===== config.mk =====
export PLATFORM = sky130hd
export DESIGN_NAME = mem_arbiter
export DESIGN_NICKNAME = d
export VERILOG_FILES = /design/src/rtl/mem_arbiter.sv
export SDC_FILE = /design/constraint.sdc
export NUM_CORES = 1
export LEC_CHECK = 0
export ABC_AREA = 1
export BUFFER_PORTS_ARGS = -buffer_cell sky130_fd_sc_hd__buf_2
export CAP_MARGIN = 20
export CORE_ASPECT_RATIO = 0.8
export CORE_UTILIZATION = 41
export DETAILED_ROUTE_END_ITERATION = 16
export GPL_TIMING_DRIVEN = 0
export PLACE_DENSITY = 0.76
export SLEW_MARGIN = 20
export SYNTH_ARGS = -nofsm -noshare
export SYNTH_HDL_FRONTEND = slang
export SYNTH_SLANG_ARGS = --single-unit

===== constraint.sdc =====
create_clock -name clk -period 8.35 [get_ports clk]
set_input_delay 0.4175 -clock clk [delete_from_list [all_inputs] [get_ports clk]]
set_output_delay 0.4175 -clock clk [all_outputs]
set_load 0.01 [all_outputs]

===== src/rtl/mem_arbiter.sv =====
// Two-port arbiter for a shared instruction/data memory: port 0 is the core, port 1 the loader/debug port.
// Optional MEM_ARB_LOCK_EN adds lock0/lock1 so the owner of the previous access can keep the memory.
`timescale 1ns/1ps
module mem_arbiter #(
    parameter int AW       = 32,
    parameter int DW       = 32,
    parameter int MEM_LAT  = 1,
    parameter int PRIO_FIX = 0
) (
    input  logic          clk,
    input  logic          reset,
    input  logic          req0,
    input  logic          req1,
    input  logic          we0,
    input  logic          we1,
    input  logic [AW-1:0] adr0,
    input  logic [AW-1:0] adr1,
    input  logic [DW-1:0] wd0,
    input  logic [DW-1:0] wd1,
`ifdef MEM_ARB_LOCK_EN
    input  logic          lock0,
    input  logic          lock1,
`endif
    output logic          gnt0,
    output logic          gnt1,
    output logic          done0,
    output logic          done1,
    output logic [DW-1:0] rdata,
    output logic [AW-1:0] mem_adr,
    output logic [DW-1:0] mem_wd,
    output logic          mem_we,
    input  logic [DW-1:0] mem_rd
);
    localparam int CW = 4;

    typedef enum logic {IDLE, ACCESS} state_t;

    state_t        state, state_nxt;
    logic          last;
    logic          owner;
    logic          we_q;
    logic [CW-1:0] cnt;
    logic          sel1;
    logic          start;
    logic          finish;

    // Winner if both request: fixed priority or the port that was not served last.
    always_comb begin
        sel1 = req1;
        if (req0 && req1)
            sel1 = (PRIO_FIX != 0) ? 1'b0 : (last == 1'b0);
`ifdef MEM_ARB_LOCK_EN
        if (last && req1 && lock1)
            sel1 = 1'b1;
        else if (!last && req0 && lock0)
            sel1 = 1'b0;
`endif
    end

    assign start  = (state == IDLE) && (req0 || req1);
    assign finish = (state == ACCESS) && (cnt == '0);

    always_ff @(posedge clk or posedge reset) begin
        if (reset)
            state <= IDLE;
        else
            state <= state_nxt;
    end

    always_comb begin
        state_nxt = state;
        case (state)
            IDLE:    if (req0 || req1) state_nxt = ACCESS;
            ACCESS:  if (cnt == '0)    state_nxt = IDLE;
            default: state_nxt = IDLE;
        endcase
    end

    always_ff @(posedge clk or posedge reset) begin
        if (reset) begin
            last    <= 1'b1;
            owner   <= 1'b0;
            we_q    <= 1'b0;
            cnt     <= '0;
            gnt0    <= 1'b0;
            gnt1    <= 1'b0;
            done0   <= 1'b0;
            done1   <= 1'b0;
            mem_we  <= 1'b0;
            mem_adr <= '0;
            mem_wd  <= '0;
            rdata   <= '0;
        end else begin
            gnt0   <= 1'b0;
            gnt1   <= 1'b0;
            done0  <= 1'b0;
            done1  <= 1'b0;
            mem_we <= 1'b0;
            if (start) begin
                owner   <= sel1;
                last    <= sel1;
                gnt0    <= !sel1;
                gnt1    <= sel1;
                mem_adr <= sel1 ? adr1 : adr0;
                mem_wd  <= sel1 ? wd1 : wd0;
                we_q    <= sel1 ? we1 : we0;
                // Write strobe only lives for the first access cycle.
                mem_we  <= sel1 ? we1 : we0;
                cnt     <= CW'(MEM_LAT - 1);
            end else if (finish) begin
                if (!we_q)
                    rdata <= mem_rd;
                done0 <= !owner;
                done1 <= owner;
            end else if (state == ACCESS) begin
                cnt <= cnt - 1'b1;
            end
        end
    end
endmodule


==> results.yml <==
outcome:
  run_status: "complete, no violations"
final_layout:
  antenna_cells: 0
  syn_to_final_growth_pct: 40.8
  layout-drive-gt1-share_pct: 36.7
  finish.instance_area_mm2: 0.00636
  num-nets-final: 982
  multi_input_area_mm2: 0.00150
  seqCellArea_mm2: 0.00273
  n_fill_cell: 959
route:
  via_cell_ratio: 4.72
  drt_iter0_drc: 215
  wl_per_cell_um: 13.4
  drtPass1Iterations: 4
  detail-route-antenna-nets: 0
  num_vias: 4527
  drc: 0
  route.final.wire_length_mm: 12.9
sta:
  final.setup_skew_ps: 8.48
  slew-limit-headroom_pct: 65.4
  finalHoldViolCount: 0
  setup_tns_ps: 0
  setup_viol_count_final: 0
  grt_setup_unrepaired: "false"
  final_max_slew_viol_count: 0
  fmaxAchievable_ghz: 0.599
  worstMarginPinSlew_ps: 518
  period_share_pct: 20.0
  min_period_ps: 1670
global_route:
  first_pass_grt_wire_length_mm: 20.7
  globalRoute.totalOverflow: 0
  initial_antenna_violation_count: 0
  grt_start_max_net_pins: 56
  track_usage_pct: 23.3
  vias_in_the_first_global_route: 4319
clock_tree:
  cts_root_buf: "sky130_fd_sc_hd__clkbuf_16"
  cts_buf_count: 9
  ctsHtreeMaxLevel: 3
  post-cts-setup-buffers: 0
  clk_path_buf_depth: 2
  post_cts_resize_count: 0
  clock-sinks: 109
  worst_skew_pair.late_latency_ps: 340
  post_cts_hold_buffer_count: 0
  cts.clk_slew.worst_paths_ps: 80
  tritoncts: "built"
placement:
  gpl.final_weighted_congestion: 0.780
  hpwlAfterDp_mm: 9.78
  placement.io_buffers: 266
  post_dp_area_mm2: 0.00606
logic_synthesis:
  synth_top_cell_by_area: "sky130_fd_sc_hd__dfrtp_1"
  synthesis.nets: 704
  avgSynthCellArea_um2: 8.42
  yosys-top-cells-area: "sky130_fd_sc_hd__dfrtp_1, sky130_fd_sc_hd__nand2_1, sky130_fd_sc_hd__nand3_1, sky130_fd_sc_hd__o21ai_0, sky130_fd_sc_hd__inv_1"
  synth-seq-cells: 109
  yosys_warnings: 0
  synth-seq-area-share_pct: 60.4
  synthesis.area_mm2: 0.00452
  yosys_top_cell_area_share_pct: 59.8
  netlist_instances: 537
  yosysUniqueCellTypes: 17
floorplanning:
  floorplan.die.width_um: 119
  num_io_pins: 267
  die_area_mm2: 0.0115
  initial_core_util_pct: 43.1
  core.rowCount: 33
  die_h_um: 95.9
  placeableCoreArea_mm2: 0.0105
power_and_ir_drop:
  worst_ir_drop_vdd_uv: 132
  cellPowerDensity_mw_per_mm2: 252
  leakage_nw: 3.62
critical_path:
  regToRegEndpoint: "rdata[24]"
  worst_setup_path_endpoint: "rdata[24]"
  cp_slowest_stage_delay_ps: 360
  flop2flop_setup_slack_ps: 6680
  timing.critical_path.slowest_stage_cell: "sky130_fd_sc_hd__dfrtp_1"
  critical_path.max_fanout: 10
  cp_cell_sequence: "inv_1 -> ha_1 -> nand2_1 -> inv_1 -> nand3_2 -> clkbuf_1 -> nand2_1 -> o21ai_0"
  crit_required_ps: 8560
  worstSetupStartpoint: "cnt[0]"
  worst_r2r_startpoint: "cnt[0]"
  r2r.worst_path.cells: 8
  setup.worst_path.end_class: "register"
  start_kind: "register"
  worst_ep_arrival_ps: 1880
  criticalPathCategory: "register to register"
job:
  drv.max_cap_violation_count: 0
worst_hold_path:
  min-delay-path-class: "input port to asynchronous set/reset pin"
## stage by stage
stage | utilization [%] | total power [mW] | hold slack, ps | setup WS, ps | cells
CTS | 60.7 | 1.63 | 131 | 6680 | 960
global route | 60.7 | 1.71 | 147 | 6520 | 960
detailed placement | 57.8 | 1.18 | 461 | 6540 | 944
floorplan | - | 0.955 | 423 | 5060 | 537
global placement | 57.5 | 1.17 | 457 | 3770 | 943
finish | 60.7 | 1.61 | 114 | 6680 | 960
## layer usage
layer  GRT usage [%]  share of wire [%]  up-vias
li1                -                  -     2221
met1            30.1                 43     2096
met2            39.0                 49      178
met3            4.98                5.4       32
met4            8.96                2.8        0
met5               0                  0        -
## sequential cells by signal, indices dropped and copies added, names as in the netlist
register / count
gnt1: 1
gnt0: 1
state: 1
done1: 1
mem_wd: 32
done0: 1
rdata: 32
we_q: 1
last: 1
mem_adr: 32
cnt: 4
mem_we: 1
owner: 1
## critical path, delay by kind of cell, from the launching register on
kind	cells	cell delay, ps
simple gates	3	380
fa+ha+maj	1	230
flops	1	360
compound gates	1	80
buf+inv	3	490
## final cells by class
cell class                 instances  area share, %
inverter                          43           2.61
sequential                       109           42.9
timing repair buffer             267           21.3
tap                              140           2.75
multi-input combinational        358           23.6
clock inverter                     7           1.26
buffer                            27           2.01
clock buffer                       9           3.54
## cells in the mapped netlist
| library cell | number |
|---|---|
| sky130_fd_sc_hd__buf_2 | 9 |
| sky130_fd_sc_hd__nand3_1 | 69 |
| sky130_fd_sc_hd__clkbuf_1 | 14 |
| sky130_fd_sc_hd__nand4_1 | 1 |
| sky130_fd_sc_hd__o21ai_2 | 1 |
| sky130_fd_sc_hd__nor2_1 | 6 |
| sky130_fd_sc_hd__nand3_2 | 1 |
| sky130_fd_sc_hd__inv_2 | 1 |
| sky130_fd_sc_hd__dfstp_2 | 1 |
| sky130_fd_sc_hd__inv_1 | 42 |
| sky130_fd_sc_hd__a21oi_1 | 1 |
| sky130_fd_sc_hd__o21ai_0 | 35 |
| sky130_fd_sc_hd__dfrtp_1 | 108 |
| sky130_fd_sc_hd__ha_1 | 1 |
| sky130_fd_sc_hd__nand2_1 | 242 |
| sky130_fd_sc_hd__buf_4 | 4 |
| sky130_fd_sc_hd__xor2_1 | 1 |
## cell families (layout without fill, tap and decap cells)
kind of cell,after synthesis,in the layout,share of synthesized area [%]
XOR/XNOR,1,1,0.194
AND/OR/NAND/NOR,319,319,28.6
buffers and inverters,70,353,6.39
AO/OA/AOI/OAI,37,37,4.18
flip-flops,109,109,60.4
adder cells (fa/ha/maj),1,1,0.277
## where the power goes
group / switching (mW) / internal [mW]
clock: 0.197 / 0.237
sequential: 0.0669 / 0.657
combinational: 0.262 / 0.186
## worst min-delay path by stage
stage,depth (start not counted),startpoint,to,slack [ps]
4_1_cts,2,reset,mem_adr[27],130
6_report,2,reset,mem_adr[27],110
3_3_place_gp,1,owner,done0,460
3_5_place_dp,1,owner,done0,460
2_1_floorplan,1,owner,done0,420
5_1_grt,2,reset,mem_adr[28],150
## layout by cell type, fill, tap and decap left out, types with 3 or more instances in the layout
master / instances
sky130_fd_sc_hd__o21ai_0: 35
sky130_fd_sc_hd__inv_1: 41
sky130_fd_sc_hd__nand3_1: 69
sky130_fd_sc_hd__nor2_1: 6
sky130_fd_sc_hd__dfrtp_1: 108
sky130_fd_sc_hd__nand2_1: 242
sky130_fd_sc_hd__inv_6: 3
sky130_fd_sc_hd__buf_2: 275
sky130_fd_sc_hd__clkbuf_16: 9
sky130_fd_sc_hd__clkbuf_1: 14
sky130_fd_sc_hd__buf_4: 4
(Power assumes the default switching activity.)
